File: src/rtl/pmem_burst_responder.sv
// Purpose : turns one 256-bit pmem line read/write into a command plus a BEAT_W-wide beat burst.
// Latency : zero-wait transaction completes (pmem_resp) BEATS+2 cycles after the request is sampled.
// Backpr. : burst_cmd_ready / burst_wready stalls hold the command or beat stable; reads are not backpressured.
//
// Ports
//   clk, rst_n                   : rising-edge clock, async active-low reset
//   pmem_read/write/address/wdata: line request from the cache side (held until pmem_resp)
//   pmem_resp, pmem_rdata        : one-cycle completion pulse, read line (held until next read completes)
//   burst_cmd_*                  : valid/ready command channel (line-aligned address, write flag)
//   burst_w*                     : valid/ready write beat channel, beat 0 first
//   burst_r*                     : read beat channel, no backpressure
//
// Optional feature: define PMEM_LINE_BUFFER_EN to keep the last completed read line; a read hitting it
// completes in one cycle without a burst, and a write to that line refreshes it.

module pmem_burst_responder #(
  parameter int BEAT_W = 64
) (
  input  logic              clk,
  input  logic              rst_n,
  input  logic              pmem_read,
  input  logic              pmem_write,
  input  logic [31:0]       pmem_address,
  input  logic [255:0]      pmem_wdata,
  output logic              pmem_resp,
  output logic [255:0]      pmem_rdata,
  output logic              burst_cmd_valid,
  input  logic              burst_cmd_ready,
  output logic              burst_cmd_write,
  output logic [31:0]       burst_cmd_addr,
  output logic              burst_wvalid,
  input  logic              burst_wready,
  output logic [BEAT_W-1:0] burst_wdata,
  input  logic              burst_rvalid,
  input  logic [BEAT_W-1:0] burst_rdata
);

  localparam int BEATS = 256 / BEAT_W;
  localparam int CNT_W = (BEATS > 1) ? $clog2(BEATS) : 1;
  localparam logic [31:0] LINE_MASK = 32'hFFFF_FFE0;

  typedef enum logic [2:0] {IDLE, CMD, WDATA, RDATA, RESP} state_t;

  state_t           state;
  logic [CNT_W-1:0] beat_cnt;
  logic [31:0]      addr_q;
  logic             wr_q;
  logic [255:0]     wline_q;
  logic [255:0]     rline_q;
  logic [255:0]     rline_nxt;
  logic [7:0]       beat_lsb;
  logic             last_beat;
  logic             rd_hit;

  assign beat_lsb  = 8'(beat_cnt) * 8'(BEAT_W);
  assign last_beat = (beat_cnt == CNT_W'(BEATS - 1));

  // Line being assembled with the current read beat merged in; used both to
  // update the assembly register and to publish the finished line in one step.
  always_comb begin
    rline_nxt = rline_q;
    rline_nxt[beat_lsb +: BEAT_W] = burst_rdata;
  end

  // All outputs are state decodes or registers; nothing combinational from pmem_*.
  assign burst_cmd_valid = (state == CMD);
  assign burst_wvalid    = (state == WDATA);
  assign pmem_resp       = (state == RESP);
  assign burst_cmd_write = wr_q;
  assign burst_cmd_addr  = addr_q;
  assign burst_wdata     = (state == WDATA) ? wline_q[beat_lsb +: BEAT_W] : '0;

`ifdef PMEM_LINE_BUFFER_EN
  logic         buf_vld;
  logic [26:0]  buf_tag;
  logic [255:0] buf_line;

  assign rd_hit = buf_vld && (buf_tag == pmem_address[31:5]);

  always_ff @(posedge clk or negedge rst_n) begin
    if (!rst_n) begin
      buf_vld  <= 1'b0;
      buf_tag  <= '0;
      buf_line <= '0;
    end else begin
      if (state == RDATA && burst_rvalid && last_beat) begin
        buf_vld  <= 1'b1;
        buf_tag  <= addr_q[31:5];
        buf_line <= rline_nxt;
      end
      // Keep the buffered copy coherent with a completed write to the same line.
      if (state == WDATA && burst_wready && last_beat && buf_vld && buf_tag == addr_q[31:5]) begin
        buf_line <= wline_q;
      end
    end
  end
`else
  assign rd_hit = 1'b0;
`endif

  always_ff @(posedge clk or negedge rst_n) begin
    if (!rst_n) begin
      state      <= IDLE;
      beat_cnt   <= '0;
      addr_q     <= '0;
      wr_q       <= 1'b0;
      wline_q    <= '0;
      rline_q    <= '0;
      pmem_rdata <= '0;
    end else begin
      case (state)
        IDLE: begin
          // Write wins when both requests are raised together.
          if (pmem_write) begin
            addr_q  <= pmem_address & LINE_MASK;
            wr_q    <= 1'b1;
            wline_q <= pmem_wdata;
            state   <= CMD;
          end else if (pmem_read) begin
            addr_q <= pmem_address & LINE_MASK;
            wr_q   <= 1'b0;
`ifdef PMEM_LINE_BUFFER_EN
            if (rd_hit) begin
              pmem_rdata <= buf_line;
              state      <= RESP;
            end else begin
              state <= CMD;
            end
`else
            state <= CMD;
`endif
          end
        end
        CMD: begin
          if (burst_cmd_ready) begin
            beat_cnt <= '0;
            state    <= wr_q ? WDATA : RDATA;
          end
        end
        WDATA: begin
          if (burst_wready) begin
            // Counter parks on the last beat; only CMD returns it to zero.
            if (last_beat) state <= RESP;
            else           beat_cnt <= beat_cnt + 1'b1;
          end
        end
        RDATA: begin
          if (burst_rvalid) begin
            rline_q <= rline_nxt;
            if (last_beat) begin
              pmem_rdata <= rline_nxt;
              state      <= RESP;
            end else begin
              beat_cnt <= beat_cnt + 1'b1;
            end
          end
        end
        RESP:    state <= IDLE;
        default: state <= IDLE;
      endcase
    end
  end

endmodule

File: config.mk
export PLATFORM = sky130hd
export DESIGN_NAME = pmem_burst_responder
export DESIGN_NICKNAME = d
export VERILOG_FILES = /design/src/rtl/pmem_burst_responder.sv
export SDC_FILE = /design/constraint.sdc
export NUM_CORES = 1
export LEC_CHECK = 0
export ABC_AREA = 1
export BUFFER_PORTS_ARGS = -buffer_cell sky130_fd_sc_hd__buf_2
export CAP_MARGIN = 30
export CORE_ASPECT_RATIO = 2
export CORE_MARGIN = 3
export CORE_UTILIZATION = 45
export DETAILED_ROUTE_END_ITERATION = 12
export GPL_TIMING_DRIVEN = 0
export PLACE_DENSITY = 0.67
export SYNTH_ARGS = -nofsm -noshare
export SYNTH_HDL_FRONTEND = slang
export SYNTH_SLANG_ARGS = --single-unit
export TNS_END_PERCENT = 50
File: constraint.sdc
create_clock -name clk -period 6.7 [get_ports clk]
set_clock_uncertainty 0.15 [all_clocks]
set_input_delay 2.01 -clock clk [delete_from_list [all_inputs] [get_ports clk]]
set_output_delay 2.01 -clock clk [all_outputs]
set_load 0.02 [all_outputs]
==> summary.md <==
| Metric | Value |
|---|---|
| DR iter-0 viols | `2753` |
| Max Cap Viol | `0` |
| Setup TNS | `0 ns` |
| Core Box Area | `slightly below 80000 µm²` |
| Clock root buffer | `clkbuf_16` |
| Synthesized area | `roughly 36000 µm²` |
| GRT Overall Usage | `0.321` |
| Fmax | `170 MHz` |
| Setup bufs post-CTS | `0` |
| Worst EP arrival | `3.74 ns` |
| Crit-path max FO | `11` |
| Port buffer count | `704` |
| DRT met1 WL | `47600 µm` |
| Worst path buffer plus inverter count | `5` |
| Crit-path slowest cell | `a21oi_1` |
| Wire per inst | `between 20 and 25 µm` |
| Clock buffer depth | `3` |
| Crit start category | `flip-flop` |
| NetSw | `roughly 7.5 mW` |
| Gate power share | `0.380` |
| CTS tree | `built` |
| Die width | `between 200 and 250 µm` |
| Slew margin rel. | `0.299` |
| Clk slew on worst S/H paths | `0.06 ns` |
| Number of vias per cell | `between 5 and 6` |
| Sequential cell area fraction in the yosys report | `0.562` |
| Final Critical Period | `approximately 5.9 ns` |
| Top cell family by delay on the critical path | `buffers and inverters` |
| Worst R2R Setup Slack | `~2.5 ns` |
| RePlAce Congestion | `0.989` |
| WP data required | `approximately 4.5 ns` |
| Mean Syn Cell Area | `8.18 µm²` |
| Worst skew pair latency | `0.66 ns` |
| Die Area | `82900 µm²` |
| WL final | `between 100000 and 150000 µm` |
| Sequential Power Share | `0.385` |
| FF+latch count, synth | `between 800 and 900` |
| Setup violations, final | `0` |
| DP HPWL | `105000 µm` |
| Min-delay worst type | `flip-flop to flip-flop` |
| WS Path Type | `flip-flop to output port` |
| Final Hold Fails | `0` |
| Hold-fix buffers at CTS | `0` |
| Remaining global-route overflow | `0` |
| CP cell instances | `buf_2 -> buf_2 -> buf_2 -> buf_2 -> o21ai_0 -> a21oi_1 -> buf_2` |
| IR drop worst, VDD | `about 0.29 mV` |
| Synth warnings | `0` |
| Power Density | `429 nW/µm²` |
| Met2 WL | `68000 µm` |
| Met3 wire length | `~11000 µm` |
| Share of cells above drive strength 1 | `0.197` |
| Via count | `~34000` |
| CTS buffer count | `73` |
| Post-route DRC | `0` |
| Top sig layer | `met5` |
| Nets | `5523` |
| Synth unique cells | `21` |
| Initial antenna violation count | `18` |
| Synth-to-Final Area Change | `21.0%` |
| Post-layout util | `0.551` |
| First-pass GRT wire length | `between 200000 and 250000 µm` |
| Crit path top cell by count | `buf_2` |
| Net Sw Frac | `0.407` |
| Initial cell density of the core | `0.455` |
| Post-CTS resize count | `0` |
| Routed Antenna Nets | `0` |
| Sink Count | `801` |
| Drt pass-1 iters | `6` |
| RSZ-0062 raised after global routing | `false` |
| H-tree levels | `3` |
| LEAKAGE | `~23 nW` |
| IO Count | `715` |
| Clock power frac | `0.235` |
| FP Rows | `145` |
| Internal power component | `11.0 mW` |
| Gate Count Post-Synth | `4366` |
| Vias in the first global route | `33600` |
| Largest net degree at the start of global routing | `122` |
| Status | `finished, final reports clean` |
| Slew of the pin with the lowest slew margin | `1.05 ns` |
| Tcrit/Tclk final | `0.880` |
| Die height | `404 µm` |
| Final Max Slew Viols | `0` |
| Max stage delay on crit path | `0.64 ns` |
| Kind of end point of the critical path | `output port` |
[power by group through the flow]
stage	clock [mW]	sequential [mW]	combinational, mW
2_1_floorplan	0	7.30	4.30
3_3_place_gp	0	7.19	6.80
3_5_place_dp	0	7.21	6.93
4_1_cts	4.41	7.13	6.98
5_1_grt	4.59	7.30	7.82
6_report	4.36	7.14	7.04
[synth_stat cells, drive strengths merged]
library cell | instances | area [µm²]
o21ai | 834 | 4170
clkbuf | 127 | 477
o22ai | 192 | 1200
inv | 404 | 1520
a21oi | 192 | 961
nand3 | 132 | 661
ha | 6 | 75.1
clkinv | 1 | 3.75
dfrtp | 801 | 20000
nor3 | 1 | 5.00
nor2 | 15 | 71.3
conb | 1 | 3.75
buf | 207 | 1040
nand2 | 1453 | 5460
[cells in the final DEF, fill, tap and decap left out]
| master | instances |
|---|---|
| buf_6 | 1 |
| ha_1 | 6 |
| inv_2 | 5 |
| diode_2 | 8 |
| nand2_2 | 2 |
| dfrtp_1 | 801 |
| clkinv_2 | 13 |
| nor3_1 | 1 |
| buf_4 | 12 |
| buf_8 | 3 |
| clkinv_1 | 1 |
| buf_2 | 880 |
| nand3_1 | 132 |
| buf_1 | 18 |
| buf_16 | 6 |
| bufinv_16 | 6 |
| clkbuf_1 | 139 |
| nand2_1 | 1451 |
| clkinv_4 | 1 |
| inv_6 | 3 |
| inv_1 | 399 |
| o21ai_0 | 764 |
| o22ai_1 | 192 |
| clkbuf_8 | 13 |
| o21ai_1 | 70 |
| nor2_2 | 3 |
| nor2_1 | 11 |
| conb_1 | 5 |
| clkinv_8 | 4 |
| nor2_4 | 1 |
| a21oi_1 | 192 |
| clkbuf_16 | 73 |
| clkinvlp_4 | 3 |
[worst paths after layout]
path / to / from / depth (start not counted)
min in group asynchronous: rline_q[172] / rst_n / 1
max in group asynchronous: wline_q[76] / rst_n / 3
min reg2reg: wline_q[228] / wline_q[228] / 2
max: burst_wdata[3] / beat_cnt[0] / 7
min: wline_q[228] / wline_q[228] / 2
max reg2reg: pmem_rdata[100] / beat_cnt[0] / 13
[final cells by class]
type | count | area, µm²
antenna | 8 | 20.0
tap | 1029 | 1290
buffer | 334 | 1520
fill | 7516 | 35200
inverter | 405 | 1520
timing repair buffer | 713 | 3740
clock inverter | 30 | 368
sequential | 801 | 20000
multi-input combinational | 2830 | 12600
clock buffer | 98 | 2050
[tightest hold or removal path, stage by stage, from the launching register on]
cell and delay (ns):
dfrtp_1 0.34, nand2_1 0.05, nand2_1 0.04
[per-layer routing]
layer | global-route usage | vias up
li1 | - | 15700
met1 | 0.359 | 15900
met2 | 0.563 | 1557
met3 | 0.0675 | 376
met4 | 0.179 | 24
met5 | 0 | -
[metrics by stage]
step	hold slack, ns	instances	worst slack, ns	cell area (µm²)	total power, mW
2_1_floorplan	0.287	4370	2.92	35700	11.6
3_3_place_gp	0.297	6103	-13.96	40500	14.0
3_5_place_dp	0.303	6112	1.49	40700	14.1
4_1_cts	0.318	6240	0.776	43200	18.5
5_1_grt	0.331	6241	0.757	43200	19.7
6_report	0.315	6248	0.802	43200	18.5
[logic make-up (layout without fill, tap and decap cells)]
kind of cell / Yosys count / in the layout / synth area share
compound gates: 1218 / 1218 / 0.178
simple gates: 1601 / 1601 / 0.174
buf+inv: 739 / 1580 / 0.0852
other cells: 1 / 13 / 0.000105
flops: 801 / 801 / 0.562
fa+ha+maj: 6 / 6 / 0.00210
[flip-flops by register name (all words and copies together) (netlist names)]
signal and cells:
beat_cnt 2, burst_cmd_addr 27, burst_cmd_write 1, pmem_rdata 256, rline_q 256, state 3, wline_q 256
Power figures use the tool's default switching activity.
